## src/rtl/mux_scan_pkg.sv

```systemverilog
// Shared encodings for the registered N:1 scanning multiplexer.
package mux_scan_pkg;

  typedef enum logic [1:0] {
    ST_MANUAL = 2'd0,
    ST_SCAN   = 2'd1,
    ST_IDLE   = 2'd2
  } state_t;

  localparam logic MODE_MANUAL = 1'b0;
  localparam logic MODE_SCAN   = 1'b1;

  // Counter width for a modulo-depth counter; never narrower than one bit.
  function automatic int cnt_width(input int depth);
    return (depth > 1) ? $clog2(depth) : 1;
  endfunction

endpackage

```

## src/rtl/mux_scan_n_rr_next_ch.sv

```systemverilog
// Round-robin lookup: next enabled channel strictly after i_cur, circularly.
module rr_next_ch #(
  parameter int N = 4,
  localparam int SW = $clog2(N)
) (
  input  logic [SW-1:0] i_cur,
  input  logic [N-1:0]  i_mask,
  output logic [SW-1:0] o_next,
  output logic          o_wrap,
  output logic          o_any
);

  logic [N-1:0]  w_above;
  logic          w_hi_found;
  logic [SW-1:0] w_hi_idx;
  logic [SW-1:0] w_lo_idx;

  generate
    for (genvar gi = 0; gi < N; gi++) begin : g_above
      assign w_above[gi] = i_mask[gi] && (SW'(gi) > i_cur);
    end
  endgenerate

  // Descending scan so the lowest qualifying index is the one left standing.
  always_comb begin
    w_hi_found = 1'b0;
    w_hi_idx   = '0;
    w_lo_idx   = '0;
    for (int k = N - 1; k >= 0; k--) begin
      if (w_above[k]) begin
        w_hi_found = 1'b1;
        w_hi_idx   = SW'(k);
      end
      if (i_mask[k]) begin
        w_lo_idx = SW'(k);
      end
    end
  end

  assign o_any  = |i_mask;
  assign o_wrap = o_any && !w_hi_found;
  assign o_next = w_hi_found ? w_hi_idx : (o_any ? w_lo_idx : i_cur);

endmodule

```

## src/rtl/mux_scan_n.sv

```systemverilog
// Registered N:1 multiplexer with manual select and a round-robin scan mode.
module mux_scan_n
  import mux_scan_pkg::*;
#(
  parameter int N     = 4,
  parameter int W     = 8,
  parameter int DWELL = 4,
  localparam int SW   = $clog2(N)
) (
  input  logic           clk,
  input  logic           rst_n,
  input  logic [N*W-1:0] data_in,
  input  logic           mode,
  input  logic [SW-1:0]  sel,
  input  logic [N-1:0]   ch_mask,
  input  logic           hold,
  output logic [W-1:0]   out,
  output logic [SW-1:0]  out_ch,
  output logic           out_valid,
  output logic           scan_wrap
);

  localparam int DW = cnt_width(DWELL);
  localparam logic [DW-1:0] DWELL_LAST = DW'(DWELL - 1);

  state_t        r_state;
  state_t        w_state_next;
  logic [SW-1:0] r_cur_ch;
  logic [DW-1:0] r_dwell;
  logic          r_wrap_pend;
  logic [W-1:0]  r_out;
  logic [SW-1:0] r_out_ch;
  logic          r_out_valid;
  logic          r_scan_wrap;

  logic [W-1:0]  w_ch [N];
  logic [W-1:0]  w_sel_data;
  logic [W-1:0]  w_cur_data;
  logic          w_sel_en;
  logic          w_cur_en;
  logic [SW-1:0] w_next;
  logic          w_wrap;
  logic          w_any;
  logic          w_advance;

  generate
    for (genvar gi = 0; gi < N; gi++) begin : g_ch
      assign w_ch[gi] = data_in[gi*W +: W];
    end
  endgenerate

  // Indices at or beyond N match no channel, so they read as disabled zero data.
  always_comb begin
    w_sel_data = '0;
    w_cur_data = '0;
    w_sel_en   = 1'b0;
    w_cur_en   = 1'b0;
    for (int k = 0; k < N; k++) begin
      if (sel == SW'(k)) begin
        w_sel_data = w_ch[k];
        w_sel_en   = ch_mask[k];
      end
      if (r_cur_ch == SW'(k)) begin
        w_cur_data = w_ch[k];
        w_cur_en   = ch_mask[k];
      end
    end
  end

  rr_next_ch #(.N(N)) u_rr_next_ch (
    .i_cur  (r_cur_ch),
    .i_mask (ch_mask),
    .o_next (w_next),
    .o_wrap (w_wrap),
    .o_any  (w_any)
  );

  // A masked current channel forces an advance even while hold is asserted.
  assign w_advance = !w_cur_en || (!hold && (r_dwell == DWELL_LAST));

  always_comb begin
    if (mode == MODE_MANUAL) begin
      w_state_next = ST_MANUAL;
    end else if ((mode == MODE_SCAN) && w_any) begin
      w_state_next = ST_SCAN;
    end else begin
      w_state_next = ST_IDLE;
    end
  end

  always_ff @(posedge clk or negedge rst_n) begin
    if (!rst_n) begin
      r_state     <= ST_MANUAL;
      r_cur_ch    <= '0;
      r_dwell     <= '0;
      r_wrap_pend <= 1'b0;
      r_out       <= '0;
      r_out_ch    <= '0;
      r_out_valid <= 1'b0;
      r_scan_wrap <= 1'b0;
    end else begin
      r_state <= w_state_next;
      case (w_state_next)
        ST_MANUAL: begin
          r_out       <= w_sel_en ? w_sel_data : '0;
          r_out_ch    <= sel;
          r_out_valid <= w_sel_en;
          r_scan_wrap <= 1'b0;
          r_cur_ch    <= sel;
          r_dwell     <= '0;
        end
        ST_SCAN: begin
          r_out       <= w_cur_data;
          r_out_ch    <= r_cur_ch;
          r_out_valid <= w_cur_en;
          // The wrap is announced together with the first word of the wrapped channel.
          r_scan_wrap <= r_wrap_pend && (r_state == ST_SCAN);
          if (w_advance) begin
            r_cur_ch    <= w_next;
            r_dwell     <= '0;
            r_wrap_pend <= w_wrap;
          end else begin
            r_wrap_pend <= 1'b0;
            if (!hold) begin
              r_dwell <= r_dwell + DW'(1);
            end
          end
        end
        default: begin
          r_out       <= '0;
          r_out_valid <= 1'b0;
          r_scan_wrap <= 1'b0;
          r_dwell     <= '0;
        end
      endcase
    end
  end

  assign out       = r_out;
  assign out_ch    = r_out_ch;
  assign out_valid = r_out_valid;
  assign scan_wrap = r_scan_wrap;

endmodule
```

## config.mk

```make
export PLATFORM = sky130hd
export DESIGN_NAME = mux_scan_n
export DESIGN_NICKNAME = d
export VERILOG_FILES = /design/src/rtl/mux_scan_pkg.sv /design/src/rtl/mux_scan_n_rr_next_ch.sv /design/src/rtl/mux_scan_n.sv
export SDC_FILE = /design/constraint.sdc
export NUM_CORES = 1
export LEC_CHECK = 0
export CAP_MARGIN = 25
export CORE_ASPECT_RATIO = 1.25
export CORE_UTILIZATION = 39
export CTS_BUF_LIST = sky130_fd_sc_hd__clkbuf_16
export CTS_CLUSTER_DIAMETER = 150
export DETAILED_ROUTE_END_ITERATION = 8
export PLACE_DENSITY = 0.86
export SYNTH_ARGS = -nofsm -noshare
export SYNTH_HDL_FRONTEND = slang
export SYNTH_SLANG_ARGS = --single-unit
```

## constraint.sdc

```tcl
create_clock -name clk -period 1.7 [get_ports clk]
set_clock_uncertainty 0.05 [all_clocks]
set_input_delay 0.34 -clock clk [delete_from_list [all_inputs] [get_ports clk]]
set_output_delay 0.34 -clock clk [all_outputs]
set_load 0.01 [all_outputs]
```

# Word-level counts from Yosys, hierarchy flattened

Cells that the tools add are included.

$add $sub $neg: 1
Muxes and demuxes: 43
Magnitude comparators: 4
Equal/unequal tests: 12
Reduce and logical (&&, ||, !) cells: 18

Operators with widths:

| operator            | count |
|---|---|
| $mux 8              | 9 |
| $mux 2              | 16 |
| $pmux 8 s2          | 1 |
| $mux 1              | 14 |
| $eq 2x2->1 const B  | 5 |
| $eq 2x1->1 const B  | 4 |
| $logic_and 1x1->1   | 8 |
| $pmux 2 s2          | 2 |
| $logic_not 2->1     | 3 |
| $gt 1x2->1 const A  | 2 |
| $gt 2x2->1 const A  | 2 |
| $reduce_or 4->1     | 1 |
| $logic_not 1->1     | 3 |
| $ne 3x1->1 const B  | 1 |
| $ne 3x3->1 const B  | 1 |
| $reduce_and 3->1    | 1 |
| $add 2x1->2 const B | 1 |
| $ne 2x2->1 const B  | 1 |
| $pmux 1 s2          | 1 |
| $reduce_bool 2->1   | 1 |
| $logic_or 1x1->1    | 1 |

Bits of input ports: 42
Word-level logic and storage cells: 86
Output and inout port bits: 12
Register bits after elaboration: 19

# Longest topological paths before layout

Gate-level depths: netlist of run 1.

Depth in word-level cells: 9
Depth in mapped cells: 6
Depth with buffers taken out: 5

# Cells and area by module

Synthesis of run 1 repeated with hierarchy kept, for this count alone.

Cell total of the unflattened synthesis: 109
Area total of the unflattened synthesis: 1298.7 um2

By module, submodules not included:

| module     | cells an instance | area each (um2) | sequential area each (um2) | times used |
|---|---|---|---|---|
| mux_scan_n | 91                | 1203.7          | 475.5                      | 1 |
| rr_next_ch | 18                | 95.1            | 0.0                        | 1 |

# Least setup slack after synthesis of run 1

OpenSTA, ideal clock, no wires.

Path kind: register -> register
Start point: register r_cur_ch[0]
End point: register r_cur_ch[0]
Library setup time: 92 ps
Required time: 1558 ps
Data arrival time: 1498 ps
Clock period less this slack: 1639 ps
Buffers on the path: 1
Stages on the path, launching flop included: 6
Path slack: 61 ps
Cell sequence: dfrtp_1 > buf_6 > mux4_2 > a21o_1 > and2_4 > o31ai_2

Longest elaborated chain between the ends: 9
Elaborated cells on any way between the ends: 32
Those cells by class: order compare: 4; eq/ne: 5; mux: 15; reduce/logical: 8

Ends and longest elaborated chain:

| what                                           | line                                          | text |
|---|---|---|
| start: declaration                             | mux_scan_n.sv:28                              | `logic [SW-1:0] r_cur_ch;` |
| start signal: assignment                       | mux_scan_n.sv:109                             | `r_cur_ch <= sel;` |
| start signal: assignment                       | mux_scan_n.sv:119                             | `r_cur_ch <= w_next;` |
| $gt 2x2->1 or $logic_not 2->1 (tied branches)  | mux_scan_n_rr_next_ch.sv:20, mux_scan_n.sv:63 |  |
| $logic_and 1x1->1 or $mux 1 (tied branches)    | mux_scan_n_rr_next_ch.sv:20, mux_scan_n.sv:63 |  |
| $mux 2 (tied with other cells) (4 in series)   | mux_scan_n_rr_next_ch.sv:30                   | `if (w_above[k]) begin` |
| $mux 2 or $logic_or 1x1->1 (tied branches)     | mux_scan_n_rr_next_ch.sv:42, mux_scan_n.sv:79 |  |
| $mux 2 or $ne 2x2->1 (tied branches)           | -                                             |  |
| $pmux 2 s2 or $reduce_and 3->1 (tied branches) | -                                             |  |

Parallel ways exist; a longest one is shown, timed or not. The select of a mux whose other input is x is not followed.
A chain may end at the register's enable or synchronous reset.

# Worst setup path in the final report of run 1

Ends and elaborated chain as after synthesis.

==> impl_metrics.toml, run 1 <==
[global_routing]
grt_max_degree = 20
grt_pass1_vias = 1259
antenna_found_initial = 0
grt.total_usage_pct = 21.57
grt_overflow_total = 0
grt_pass1_wl_mm = 5.589

[routing]
routed_via_density = 5.485
wl_mm = 3.710
post_drt_wl_per_cell_um = 16.34
vias = 1245
antenna_left = 0
drt_iter0_drc = 27
post-route-drc-count = 0
firstDrtPassIters = 4

[placed_design]
gp_congestion = 0.7440
portBuffers = 53
preCtsSetupSlack_ps = -365.4
hpwl_mm = 3.025

[cells_and_area]
area_growth_pct = 58.26
layout_commonest_cell = "clkdlybuf4s50_1"
final_cell_mix = "clkdlybuf4s50_1, buf_4, dfrtp_1"
drive_above_1_share_pct = 27.89
nets = 234
diodes = 0

[yosys]
synthCells = 119
synth_edf_count = 0
ys_seq_area_share_pct = 34.86
ys_seq_elements = 19
avgSynthCellArea_um2 = 11.46
synth_ff_type = "dfrtp_1"
async_flop_share_pct = 100.0
synth.cell_area_um2 = 1364
yosys_warnings = 0
ys_top_cells_by_area = "dfrtp_1, mux4_2, nand2_1"
synthDistinctLibCells = 32
synth_top_area_share_pct = 34.86
synthesis.nets = 162
yosysTopAreaCell = "dfrtp_1"

[pwr]
power.leakage_uw = 0.0009370
power_density_nw_per_um2 = 898.6
max-vdd-ir-drop_mv = 0.8675

[setup_path]
endpoint_kind = "flop"
reg2reg_to = "r_cur_ch[0]$_DFFE_PN0P_"
worstPathRequired_ps = 1820
critPathLaunchType = "flop"
crit_arrival_ps = 1730
reg2reg_slack_ps = 80
worstSetupEndpoint = "r_cur_ch[0]$_DFFE_PN0P_"
ff2ff_path_depth = 4
path_class = "flop to flop"
cp-startpoint = "r_cur_ch[0]$_DFFE_PN0P_"
crit_fanout = 4
rr_startpoint = "r_cur_ch[0]$_DFFE_PN0P_"

[min_path]
min_path_type = "primary input to asynchronous set/reset pin"

[sta]
period_needed_ps = 1616
finalSetupViolCount = 0
rsz0062_at_grt = "true"
max_freq_ghz = 0.6187
fin_ws_ps = 83.76
max-slew-margin-rel_pct = 75.69
hold_viol = 0
timing.hold.ws_ps = 365.1
final_max_slew_viol_count = 0
worstMarginPinSlew_ps = 361.4
fin_crit_sh_pct = 95.07

[clock_network]
clk_latency_ps = 250
cts_made_buffers = 3
path_clk_slew_ps = 50
htreeDepth = 1
cts_tree = "yes"
cts.sinks = 19
clock_path_buffers = 2
cts-root-buf = "clkbuf_16"

[die]
start_util_pct = 41.57
dieWidth_um = 54.89
fp.dieArea_um2 = 3739
fp.dieH_um = 68.12
rows = 23
core_um2 = 3281
io_pins = 54

[outcome]
status = "complete, no violations"

[run]
maxCapViolations = 0
-- per-layer routing --
| layer | share of wire, % | wire length [um] | GRT usage (%) |
|---|---|---|---|
| met2 | 57 | 2111 | 35.69 |
| met3 | 3.2 | 120 | 2.000 |
| met5 | 0 | 0 | 0 |
| met4 | 2.0 | 74 | 10.63 |
| met1 | 38 | 1403 | 27.61 |
-- worst min-delay path by stage --
stage                               from                endpoint  slack, ps  cells past startpoint
floorplan                          rst_n        out[0]$_DFF_PN0_         -6                      0
global placement    r_state[1]$_DFF_PN0_     scan_wrap$_DFF_PN0_        360                      1
detailed placement  r_state[1]$_DFF_PN0_     scan_wrap$_DFF_PN0_        370                      1
CTS                 r_state[1]$_DFF_PN0_     scan_wrap$_DFF_PN0_        370                      1
global route        r_state[1]$_DFF_PN0_     scan_wrap$_DFF_PN0_        380                      1
finish                             rst_n  r_dwell[0]$_DFFE_PN0P_        370                      2
-- flip-flops by register name (all words and copies together) (netlist names) --
register,flops
out,8
out_ch,2
out_valid,1
r_cur_ch,2
r_dwell,2
r_state,2
r_wrap_pend,1
scan_wrap,1
-- synth_stat cells (all sizes together), types with 2 or more instances --
master   n
dfrtp   19
mux4    18
nand2   14
inv     11
o21ai   10
nand2b   6
clkbuf   5
buf      4
nor2     4
a221o    3
a31oi    3
a21oi    2
and2     2
nor2b    2
nor3     2
-- logic make-up after synthesis --
family | count (synthesis) | synth area share [%]
compound gates | 26 | 14.96
mux | 18 | 30.00
fa+ha+maj | 1 | 0.9173
flops | 19 | 34.86
buf+inv | 20 | 6.330
simple gates | 35 | 12.94
-- power breakdown --
| group | leakage, uW | switching [uW] | total (uW) | internal [uW] |
|---|---|---|---|---|
| clock | 0.0000409 | 167 | 482 | 315 |
| combinational | 0.000657 | 348 | 873 | 524 |
| sequential | 0.000240 | 46.2 | 584 | 538 |
| total | 0.000937 | 561 | 1940 | 1380 |
-- cell type report --
cell class                 instances  area, um2
clock buffer                       3      75.07
clock inverter                     1      5.005
inverter                          11      41.29
tap                               37      46.29
multi-input combinational         80      810.8
timing repair buffer              76      704.4
fill                             255       1122
sequential                        19      475.5
-- metrics by stage --
| step | power, uW | area (um2) | instances | TNS (ps) | util, % |
|---|---|---|---|---|---|
| finish | 1940 | 2158 | 227 | 0 | 65.79 |
| global route | 2052 | 2158 | 227 | -11.33 | 65.79 |
| CTS | 1954 | 2138 | 226 | 0 | 65.18 |
| detailed placement | 1454 | 2046 | 220 | -5474 | 62.36 |
| global placement | 1418 | 2046 | 220 | -4479 | 62.36 |
| floorplan | 1081 | 1364 | 119 | 0 | - |
-- worst max-delay path: stages, from the launching register on --
cell and delay, ps:
dfrtp_1 380, mux4_2 550, a21o_1 220, and2_4 150, o31ai_2 190
-- repair_timing --
item	in CTS	in global routing
pin swaps	2	3
hold buffers	0	0
resized for setup	6	4
endpoints found under the setup margin	15	10
gates cloned	0	1
buffers inserted	2	0
Power figures use the tool's default switching activity.
==> run 2, diff against run 1 <==
--- a/config.mk
+++ b/config.mk
@@ -5,13 +5,14 @@
 export SDC_FILE = /design/constraint.sdc
 export NUM_CORES = 1
 export LEC_CHECK = 0
-export CAP_MARGIN = 25
+export CAP_MARGIN = 20
 export CORE_ASPECT_RATIO = 1.25
-export CORE_UTILIZATION = 39
+export CORE_UTILIZATION = 38
 export CTS_BUF_LIST = sky130_fd_sc_hd__clkbuf_16
 export CTS_CLUSTER_DIAMETER = 150
 export DETAILED_ROUTE_END_ITERATION = 8
-export PLACE_DENSITY = 0.86
+export PLACE_DENSITY = 0.85
 export SYNTH_ARGS = -nofsm -noshare
 export SYNTH_HDL_FRONTEND = slang
+export SYNTH_HIERARCHICAL = 1
 export SYNTH_SLANG_ARGS = --single-unit
==> run 2 against run 1 <==
Die area shrank 2.2%. First-iteration DRC count shrank 3.7%. Largest power group unchanged. Cell area shrank 2.6%. Fmax shrank 7.5%. The run now ends with negative setup slack left. Combinational power grew 24%. Critical path depth is the same. Highest routed layer unchanged. Critical endpoint unchanged. Power grew 13%. Synthesized cell count shrank 8.4%. Final cell count shrank 6.2%. Sequential cell count is the same. Count of clock-buffer cells in the layout is the same.
==> impl_metrics.toml, run 2 <==
[setup_path]
slowest_stage = "mux4_2"
crit_chain = "mux4_2 -> a21boi_4 -> o21ai_4 -> mux2_4"
cp-startpoint = "r_cur_ch[0]$_DFFE_PN0P_"
endpoint_kind = "flop"
critPathLaunchType = "flop"
worstSetupPathDepth = 4
rr_startpoint = "r_cur_ch[0]$_DFFE_PN0P_"
cpLargestDelayFamily = "multiplexers"
worstPathRequired_ps = 1780
reg2reg_to = "r_cur_ch[0]$_DFFE_PN0P_"
max_stage_delay_ps = 530
crit_fanout = 2
reg2reg_slack_ps = -50
path_class = "flop to flop"
crit_buf_inv = 0
ff2ff_path_depth = 4
crit_arrival_ps = 1830
worstSetupEndpoint = "r_cur_ch[0]$_DFFE_PN0P_"

[pwr]
power_density_nw_per_um2 = 1042
max-vdd-ir-drop_mv = 0.6718
finalPower_uw = 2191
power.leakage_uw = 0.0009274

[sta]
fin_ws_ps = -46.81
hold_viol = 0
timing.hold.ws_ps = 355.4
tns_ps = -83.45
final_max_slew_viol_count = 0
period_needed_ps = 1747
max-slew-margin-rel_pct = 80.31
worstMarginPinSlew_ps = 295.3
fin_crit_sh_pct = 102.8
rsz0062_at_grt = "true"
max_freq_ghz = 0.5725
finalSetupViolCount = 2

[die]
io_pins = 54
fp.dieArea_um2 = 3657
fp.dieH_um = 67.36
start_util_pct = 40.30
core_um2 = 3223
dieWidth_um = 54.29
rows = 23

[min_path]
min_path_type = "flop to flop"

[yosys]
ys_top_cells_by_area = "dfrtp_1, mux4_2, o2bb2ai_1"
synthCells = 109
yosysTopAreaCell = "dfrtp_1"
yosys_warnings = 6
synthesis.nets = 152
synth_top_area_share_pct = 36.61
synth_edf_count = 0
avgSynthCellArea_um2 = 11.92
async_flop_share_pct = 100.0
synth_ff_type = "dfrtp_1"
ys_seq_elements = 19
post-synth-top-count-cell = "dfrtp_1"
synthTopCellsByCount = "dfrtp_1, mux4_2, inv_1"
synth.cell_area_um2 = 1299
ys_seq_area_share_pct = 36.61
synthDistinctLibCells = 25

[clock_network]
htreeDepth = 1
path_clk_slew_ps = 50
clock_path_buffers = 2
cts_made_buffers = 3
cts.sinks = 19
cts_hold_buf = 0
cts_tree = "yes"
cts-root-buf = "clkbuf_16"
clk_latency_ps = 250
post_cts_buffers = 0

[global_routing]
grt_pass1_vias = 1190
grt.total_usage_pct = 20.47
antenna_found_initial = 0
grt_pass1_wl_mm = 5.299
grt_overflow_total = 0
grt_max_degree = 20

[routing]
firstDrtPassIters = 4
vias = 1169
wl_mm = 3.372
routed_via_density = 5.488
drt_iter0_drc = 26
post_drt_wl_per_cell_um = 15.83
antenna_left = 0
post-route-drc-count = 0

[outcome]
status = "finished, violations left"
violations = "negative setup slack"

[cells_and_area]
layout_commonest_cell = "clkdlybuf4s50_1"
utilization_pct = 65.26
drive_above_1_share_pct = 25.57
area_growth_pct = 61.95
nets = 220
final_cell_mix = "clkdlybuf4s50_1, dfrtp_1, mux4_2"
largest_reg_flops = 8
diodes = 0

[placed_design]
portBuffers = 53
hpwl_mm = 2.635
preCtsSetupSlack_ps = -416.3
gp_congestion = 0.7883

[run]
maxCapViolations = 0
-- run 2: how the worst min path moves through the flow --
stage | endpoint | slack (ps) | startpoint | cells past startpoint
finish | scan_wrap$_DFF_PN0_ | 360 | r_state[1]$_DFF_PN0_ | 1
global route | scan_wrap$_DFF_PN0_ | 360 | r_state[1]$_DFF_PN0_ | 1
CTS | scan_wrap$_DFF_PN0_ | 360 | r_state[1]$_DFF_PN0_ | 1
detailed placement | scan_wrap$_DFF_PN0_ | 350 | r_state[1]$_DFF_PN0_ | 1
global placement | scan_wrap$_DFF_PN0_ | 340 | r_state[1]$_DFF_PN0_ | 1
floorplan | out[0]$_DFF_PN0_ | -6 | rst_n | 0
-- run 2: cell families (layout without fill, tap and decap cells) --
logic type / count (synthesis) / in the layout / share of synthesized area [%]
AND/OR/NAND/NOR: 26 / 26 / 8.864
multiplexers: 24 / 24 / 36.22
AO/OA/AOI/OAI: 21 / 21 / 11.85
flip-flops: 19 / 19 / 36.61
buffers and inverters: 18 / 85 / 5.491
adder cells (fa/ha/maj): 1 / 1 / 0.9632
-- run 2: final cells by class --
cell class	instances	area (um2)
clock inverters	1	5.005
repair buffers	69	678.2
fillers	245	1120
flip-flops and latches	19	475.5
inverters	12	45.04
clock buffers	3	75.07
multi-input cells	72	778.2
well taps	37	46.29
-- run 2: metrics by stage --
stage / std cells / cell area, um2
after floorplan: 109 / 1299
final: 213 / 2103
after global placement: 208 / 1987
after detailed placement: 208 / 1987
after CTS: 212 / 2081
after global routing: 213 / 2103
-- run 2: worst register-to-register path: cells and delay by family, from the launching register on --
kind | cells | cell delay, ps
AO/OA/AOI/OAI | 2 | 340
flip-flops | 1 | 390
multiplexers | 2 | 850
-- run 2: metal layers --
metal / routed length (um) / vias to the layer above / track usage (%)
li1: - / 544 / -
met4: 98 / 0 / 8.013
met1: 1254 / 568 / 23.55
met2: 1855 / 47 / 35.98
met5: 0 / - / 0
met3: 163 / 10 / 4.279
-- run 2: repair_timing --
item	4_1_cts	5_1_grt
endpoints found under the setup margin	2	10
pin swaps	1	1
gates cloned	0	1
endpoints found under the hold margin	0	0
resized for setup	8	4
-- run 2: where the power goes --
part	internal, uW	switching (uW)
sequential	563	75.3
clock	315	160
combinational	654	424
